### src/rtl/control_sequencer_pkg.sv
// Shared definitions for the control sequencer: datapath control codes,
// the 3-bit state encoding and a helper that classifies in-sequence states.
package control_sequencer_pkg;

    localparam logic [1:0] CODE_INIT = 2'b00;
    localparam logic [1:0] CODE_LOAD = 2'b01;
    localparam logic [1:0] CODE_OPA  = 2'b10;
    localparam logic [1:0] CODE_OPB  = 2'b11;

    typedef enum logic [2:0] {
        ST_IDLE  = 3'd0,
        ST_INIT  = 3'd1,
        ST_LOAD  = 3'd2,
        ST_RUN   = 3'd3,
        ST_DONE  = 3'd4,
        ST_ABORT = 3'd5
    } state_e;

    function automatic logic is_active(state_e s);
        return (s == ST_INIT) || (s == ST_LOAD) || (s == ST_RUN);
    endfunction

endpackage

### src/rtl/control_sequencer.sv
// Steps INIT -> LOAD -> n x RUN on a start request and presents one control
// code per cycle to the control-word decoder, with done/aborted pulses.
module control_sequencer
    import control_sequencer_pkg::*;
#(
    parameter int CNT_W = 4
) (
    input  logic             clk,
    input  logic             rst_n,
    input  logic             start,
    input  logic             sel,
    input  logic [CNT_W-1:0] n,
    input  logic             hold,
    input  logic             abort,
    output logic [1:0]       code,
    output logic             valid,
    output logic             busy,
    output logic             done,
    output logic             aborted,
    output logic [2:0]       dbg_state
);

    localparam logic [CNT_W-1:0] CNT_ZERO = '0;
    localparam logic [CNT_W-1:0] CNT_ONE  = {{(CNT_W-1){1'b0}}, 1'b1};

    state_e           state_q, state_d;
    logic             sel_q, sel_d;
    logic [CNT_W-1:0] cnt_q, cnt_d;
    // Registered stall flag: hold is sampled at the edge and the frozen state
    // is then shown as not-valid, so no input reaches an output combinationally.
    logic             stall_q, stall_d;

    always_ff @(posedge clk or negedge rst_n) begin
        if (!rst_n) begin
            state_q <= ST_IDLE;
            sel_q   <= 1'b0;
            cnt_q   <= CNT_ZERO;
            stall_q <= 1'b0;
        end else begin
            state_q <= state_d;
            sel_q   <= sel_d;
            cnt_q   <= cnt_d;
            stall_q <= stall_d;
        end
    end

    always_comb begin
        state_d = state_q;
        sel_d   = sel_q;
        cnt_d   = cnt_q;
        stall_d = 1'b0;
        case (state_q)
            ST_IDLE: begin
                if (start) begin
                    sel_d   = sel;
                    cnt_d   = n;
                    state_d = ST_INIT;
                end
            end
            ST_INIT, ST_LOAD, ST_RUN: begin
                if (abort) begin
                    state_d = ST_ABORT;
                end else if (hold) begin
                    stall_d = 1'b1;
                end else if (state_q == ST_INIT) begin
                    state_d = ST_LOAD;
                end else if (state_q == ST_LOAD) begin
                    state_d = (cnt_q != CNT_ZERO) ? ST_RUN : ST_DONE;
                end else begin
                    if (cnt_q != CNT_ZERO) begin
                        cnt_d = cnt_q - CNT_ONE;
                    end
                    if (cnt_q <= CNT_ONE) begin
                        state_d = ST_DONE;
                    end
                end
            end
            ST_DONE, ST_ABORT: state_d = ST_IDLE;
            default:           state_d = ST_IDLE;
        endcase
    end

    always_comb begin
        code = CODE_INIT;
        case (state_q)
            ST_LOAD: code = CODE_LOAD;
            ST_RUN:  code = sel_q ? CODE_OPB : CODE_OPA;
            default: code = CODE_INIT;
        endcase
    end

    assign busy      = is_active(state_q);
    assign valid     = busy && !stall_q;
    assign done      = (state_q == ST_DONE);
    assign aborted   = (state_q == ST_ABORT);
    assign dbg_state = state_q;

endmodule

### config.mk
export PLATFORM = sky130hd
export DESIGN_NAME = control_sequencer
export DESIGN_NICKNAME = d
export VERILOG_FILES = /design/src/rtl/control_sequencer_pkg.sv /design/src/rtl/control_sequencer.sv
export SDC_FILE = /design/constraint.sdc
export NUM_CORES = 1
export LEC_CHECK = 0
export CORE_UTILIZATION = 40
export CTS_BUF_LIST = sky130_fd_sc_hd__clkbuf_8 sky130_fd_sc_hd__clkbuf_16
export CTS_CLUSTER_SIZE = 20
export DETAILED_ROUTE_END_ITERATION = 10
export GPL_ROUTABILITY_DRIVEN = 0
export PLACE_DENSITY = 0.7
export SYNTH_ARGS = -nofsm -noshare
export SYNTH_HDL_FRONTEND = slang
export SYNTH_SLANG_ARGS = --single-unit
### constraint.sdc
create_clock -name clk -period 1.85 [get_ports clk]
set_input_delay 0.37 -clock clk [delete_from_list [all_inputs] [get_ports clk]]
set_output_delay 0.37 -clock clk [all_outputs]
set_load 0.01 [all_outputs]
## Word level (Yosys, flattened, before mapping)

Cells that the tools add are included.

- Add/subtract/negate cells: 1
- Order comparisons: 1
- Equal/unequal tests: 13
- Mux-type cells: 20
- Reduce and logical (&&, ||, !) cells: 11

Operator list:

| operator | count |
|---|---|
| 4-bit 2-to-1 mux | 6 |
| 3-bit 2-to-1 mux | 7 |
| 2-bit inequality test (second input constant) | 6 |
| 4-bit one-hot mux with 2 select lines | 1 |
| 7-bit AND reduction | 1 |
| 3-bit by 2-bit == test with 1-bit output (second input constant) | 2 |
| 3-bit == test (second input constant) | 2 |
| 3-bit one-hot mux with 2 select lines | 1 |
| 5-bit inequality test (second input constant) | 1 |
| 4-bit by 1-bit <= comparator with 1-bit output (second input constant) | 1 |
| 1-bit 2-to-1 mux | 4 |
| 2-bit one-hot mux with 2 select lines | 1 |
| 4-bit nonzero test | 1 |
| 4-bit by 1-bit subtractor with 4-bit output (second input constant) | 1 |
| 3-bit by 1-bit == test with 1-bit output (second input constant) | 1 |
| 3-bit logical NOT | 1 |
| 3-bit inequality test (second input constant) | 1 |
| 3-bit AND reduction | 1 |
| 3-bit OR reduction | 1 |
| 1-bit logical OR | 2 |
| 2-bit AND reduction | 1 |
| 2-bit nonzero test | 1 |
| 1-bit logical AND | 1 |
| 1-bit logical NOT | 1 |

- Bits in registers: 9
- Output and inout bits: 9
- Word-level logic and storage cells: 50

## Logic depth before layout (Yosys ltp)

- Depth in word-level cells: 7
- Depth in mapped cells: 6

## Worst setup path after synthesis

No wires, ideal clock.

- Kind: register to register
- Start point: register cnt_q[0]
- End point: register cnt_q[1]
- Library setup time: 128 ps
- Arrival time: 1633 ps
- Required time: 1722 ps
- Setup slack: 90 ps
- Stages on the path, launching flop included: 7
- Cell sequence: dfrtp_1 -> inv_1 -> ha_1 -> nor3b_2 -> o41a_1 -> nor2_2 -> mux2_1

- Cells in the longest elaborated chain, start to end: 7
- Elaborated cells between the ends (all ways): 10
- Those cells by class: 1 x add/sub; 1 x eq/ne; 6 x mux; 2 x reduce/logical

RTL lines:

| item | line | text |
|---|---|---|
| start, declared | control_sequencer.sv:28 | `logic [CNT_W-1:0] cnt_q, cnt_d;` |
| start signal, assigned | control_sequencer.sv:42 | `cnt_q <= cnt_d;` |
| 4-bit by 1-bit subtractor with 4-bit output | control_sequencer.sv:71 | `cnt_d = cnt_q - CNT_ONE;` |
| 4-bit 2-to-1 mux | control_sequencer.sv:70 | `if (cnt_q != CNT_ZERO) begin` |
| 4-bit 2-to-1 mux | control_sequencer.sv:67 | `end else if (state_q == ST_LOAD) begin` |
| 4-bit 2-to-1 mux | control_sequencer.sv:65 | `end else if (state_q == ST_INIT) begin` |
| 4-bit 2-to-1 mux | control_sequencer.sv:63 | `end else if (hold) begin` |
| 4-bit 2-to-1 mux | control_sequencer.sv:61 | `if (abort) begin` |
| 4-bit one-hot mux with 2 select lines | control_sequencer.sv:52 | `case (state_q)` |

Parallel ways exist; a longest one is shown, timed or not. The select of a mux whose other input is x is not followed.
A chain may end at the register's enable or synchronous reset.

## Final worst setup path

- Start point: register state_q[1], in the netlist dbg_state[1]
- End point: register cnt_q[1]

- Cells in the longest elaborated chain, start to end: 4
- Elaborated cells between the ends (all ways): 14
- Those cells by class: 9 x eq/ne; 1 x mux; 4 x reduce/logical

RTL lines:

| item | line | text |
|---|---|---|
| start, declared | control_sequencer.sv:26 | `state_e state_q, state_d;` |
| start signal, assigned | control_sequencer.sv:40 | `state_q <= state_d;` |
| 3-bit by 1-bit == test with 1-bit output, or another cell as far along | control_sequencer.sv:52, control_sequencer.sv:65 |  |
| 3-bit OR reduction | control_sequencer.sv:52 |  |
| 2-bit inequality test (no source line) or 2-bit nonzero test (tied branches) | -- |  |
| 7-bit AND reduction (no source line) | -- |  |

Parallel ways exist; a longest one is shown, timed or not.

==> results.yml <==
cells_and_area:
  antenna_cells: 0
  final_cell_mix: "buf_4, clkdlybuf4s50_1, nor2_1, a21oi_1, dfrtp_1"
  final_common_cell: "buf_4"
  stdcell_area_um2: 996.0
  drive_above_1_share_pct: 27.10
  finalNonFillerCells: 122
  fin_util_pct: 72.04
  nets: 120
  area_delta_synth_final_pct: 58.25
floorplanning:
  die_w_um: 41.67
  die_area_um2: 1736
  rows: 13
  start_util_pct: 45.52
  die_h_um: 41.67
  ios: 19
  core_um2: 1383
sta:
  fmax_mhz: 553.1
  slew_headroom_pct: 74.97
  fin_crit_sh_pct: 97.73
  finalSetupViolCount: 0
  fin_crit_ns: 1.808
  fin_ws_ns: 0.04200
  whs_ns: 0.4250
  maxSlewViolCount: 0
  skew_ns: 0.003034
  worst_slew_pin_slew_ns: 0.3743
  hold_violations: 0
logic_synthesis:
  synth_seq_area_share_pct: 35.79
  synth_warnings: 0
  yosysUniqueCellTypes: 32
  syn_area_per_cell_um2: 8.505
  async_reset_ff_share_pct: 100.0
  synth_flop_cell: "dfrtp_1"
  synth-edff-count: 0
  ys_ff_latch: 9
  synthCells: 74
  syn_area_um2: 629.4
  synth_nets: 86
status:
  run_status: "complete, no violations"
drt:
  first_pass_iters: 4
  drtIter0Drc: 36
  wl_um: 1826
  drc_errors: 0
  vias_per_cell: 5.746
  wl_per_cell_um: 14.97
  ant_nets: 0
  vias: 701
clock_network:
  clkSlewWorstSetupHoldPaths_ns: 0.04
  cts_root_buffer: "clkbuf_8"
  cts_max_level: 1
  cts.sinks: 9
  clock_path_buffers: 2
  clock_latency_ns: 0.23
  numCtsBuffers: 3
  cts_tree: "done"
setup_path:
  rr_worst_depth: 6
  r2r_slack_ns: 0.04
  cp_data_arrival_time_ns: 1.92
  startpoint_type: "flop"
  path_class: "flop to flop"
  cp_slowest_cell: "dfrtp_2"
  crit_required_ns: 1.96
  path_cells: "buf_6 > buf_4 > nand2_2 > o41a_1 > nor2_2 > mux2_4"
  worstReg2RegEnd: "cnt_q[1]"
  reg2reg_from: "dbg_state[1]"
  path_max_fanout: 8
  critPathMaxStageDelay_ns: 0.43
  setup.worst_path.end_class: "flop"
pwr:
  p_int_uw: 972.6
  peakVddDrop_mv: 0.9987
  p_per_area_nw_per_um2: 1644
  p_seq_share_pct: 24.6
  p_sw_share_pct: 40.60
  p_leak_uw: 0.0004827
  clock_power_share_pct: 13.3
  power_switching_uw: 664.7
  share_comb_of_total_power_pct: 62.1
placed_design:
  dpl.cell_count: 114
  placed_cell_area_um2: 888.4
  post-dp-hpwl_um: 1293
  place_ws_ns: -0.1601
  numPortBuffers: 18
global_route:
  grt_pass1_vias: 618
  overflow: 0
  grt_max_degree: 10
  grt_pass1_wl_um: 2856
  antenna_found_initial: 0
  grt_usage_pct: 21.81
run:
  drv_cap: 0
min_path:
  hold_class: "primary input to asynchronous set/reset pin"
==> per-layer routing <==
metal | share of wire, % | track usage [%] | vias to the layer above
met5 | 0 | 0 | -
met3 | 4.4 | 3.913 | 3
met4 | 1.3 | 9.677 | 0
met2 | 51 | 34.06 | 30
met1 | 43 | 29.36 | 334
li1 | - | - | 334
==> stage by stage <==
step / total power, uW / TNS, ns
6_report: 1637 / 0
5_1_grt: 1758 / -0.002248
4_1_cts: 1567 / 0
3_5_place_dp: 1301 / -0.1665
3_3_place_gp: 1288 / -0.1145
2_1_floorplan: 880.4 / 0
==> cell families (layout without fill, tap and decap cells) <==
logic type / after synthesis / after routing / synth area share [%]
compound gates: 25 / 25 / 25.65
fa+ha+maj: 2 / 2 / 3.976
buf+inv: 9 / 42 / 6.559
flops: 9 / 9 / 35.79
mux: 2 / 2 / 3.578
simple gates: 27 / 27 / 24.46
==> sequential cells by signal, summed over array words and instances (netlist names) <==
name       flops
dbg_state      3
cnt_q          4
sel_q          1
stall_q        1
==> worst max-delay path by stage <==
stage | to | slack (ns) | startpoint | cells after the start
2_1_floorplan | cnt_q[1] | 0.09 | cnt_q[0] | 6
3_3_place_gp | cnt_q[1] | -0.11 | start | 5
3_5_place_dp | cnt_q[1] | -0.16 | start | 5
5_1_grt | cnt_q[1] | -0.002 | dbg_state[1] | 6
6_report | cnt_q[1] | 0.04 | dbg_state[1] | 6
4_1_cts | done | 0.0005 | dbg_state[1] | 3
==> power groups by stage <==
stage,Sequential [uW],Clock (uW),Combinational [uW]
2_1_floorplan,364,0,516
3_3_place_gp,392,0,895
3_5_place_dp,392,0,909
4_1_cts,386,222,960
5_1_grt,412,236,1110
6_report,403,218,1020
==> repair_timing <==
item	in CTS	in global routing
setup endpoints to repair	6	4
pin swaps	1	3
hold buffers	0	0
buffers inserted	3	1
gates resized for setup	7	8
==> critical path: cells and delay by family (launching register included) <==
| family | cells | cell delay [ns] |
|---|---|---|
| AOI/OAI and AO/OA | 1 | 0.41 |
| buffers and inverters | 2 | 0.28 |
| DFF | 1 | 0.43 |
| muxes | 1 | 0.32 |
| and+or+nand+nor | 2 | 0.26 |
==> cells in the mapped netlist, types with 2 or more instances <==
| library cell | instances | area share [%] |
|---|---|---|
| dfrtp_1 | 9 | 36 |
| a21oi_1 | 8 | 6.4 |
| nor2_1 | 8 | 4.8 |
| inv_1 | 5 | 3.0 |
| nand2_1 | 3 | 1.8 |
| nor3_1 | 3 | 2.4 |
| nor3b_1 | 3 | 3.6 |
| o21ai_0 | 3 | 2.4 |
| o21ai_1 | 3 | 2.4 |
| a21o_1 | 2 | 2.4 |
| buf_4 | 2 | 2.4 |
| ha_1 | 2 | 4.0 |
| mux2_1 | 2 | 3.6 |
| nor2_2 | 2 | 2.0 |
| o41a_1 | 2 | 3.6 |
==> cell type report <==
| type | count | area (um2) |
|---|---|---|
| Clock buffer | 3 | 41.29 |
| Clock inverter | 1 | 5.005 |
| Fill cell | 99 | 386.6 |
| Inverter | 5 | 18.77 |
| Multi-Input combinational cell | 56 | 382.9 |
| Sequential cell | 9 | 229.0 |
| Tap cell | 15 | 18.77 |
| Timing Repair Buffer | 33 | 300.3 |
(Power assumes the default switching activity.)
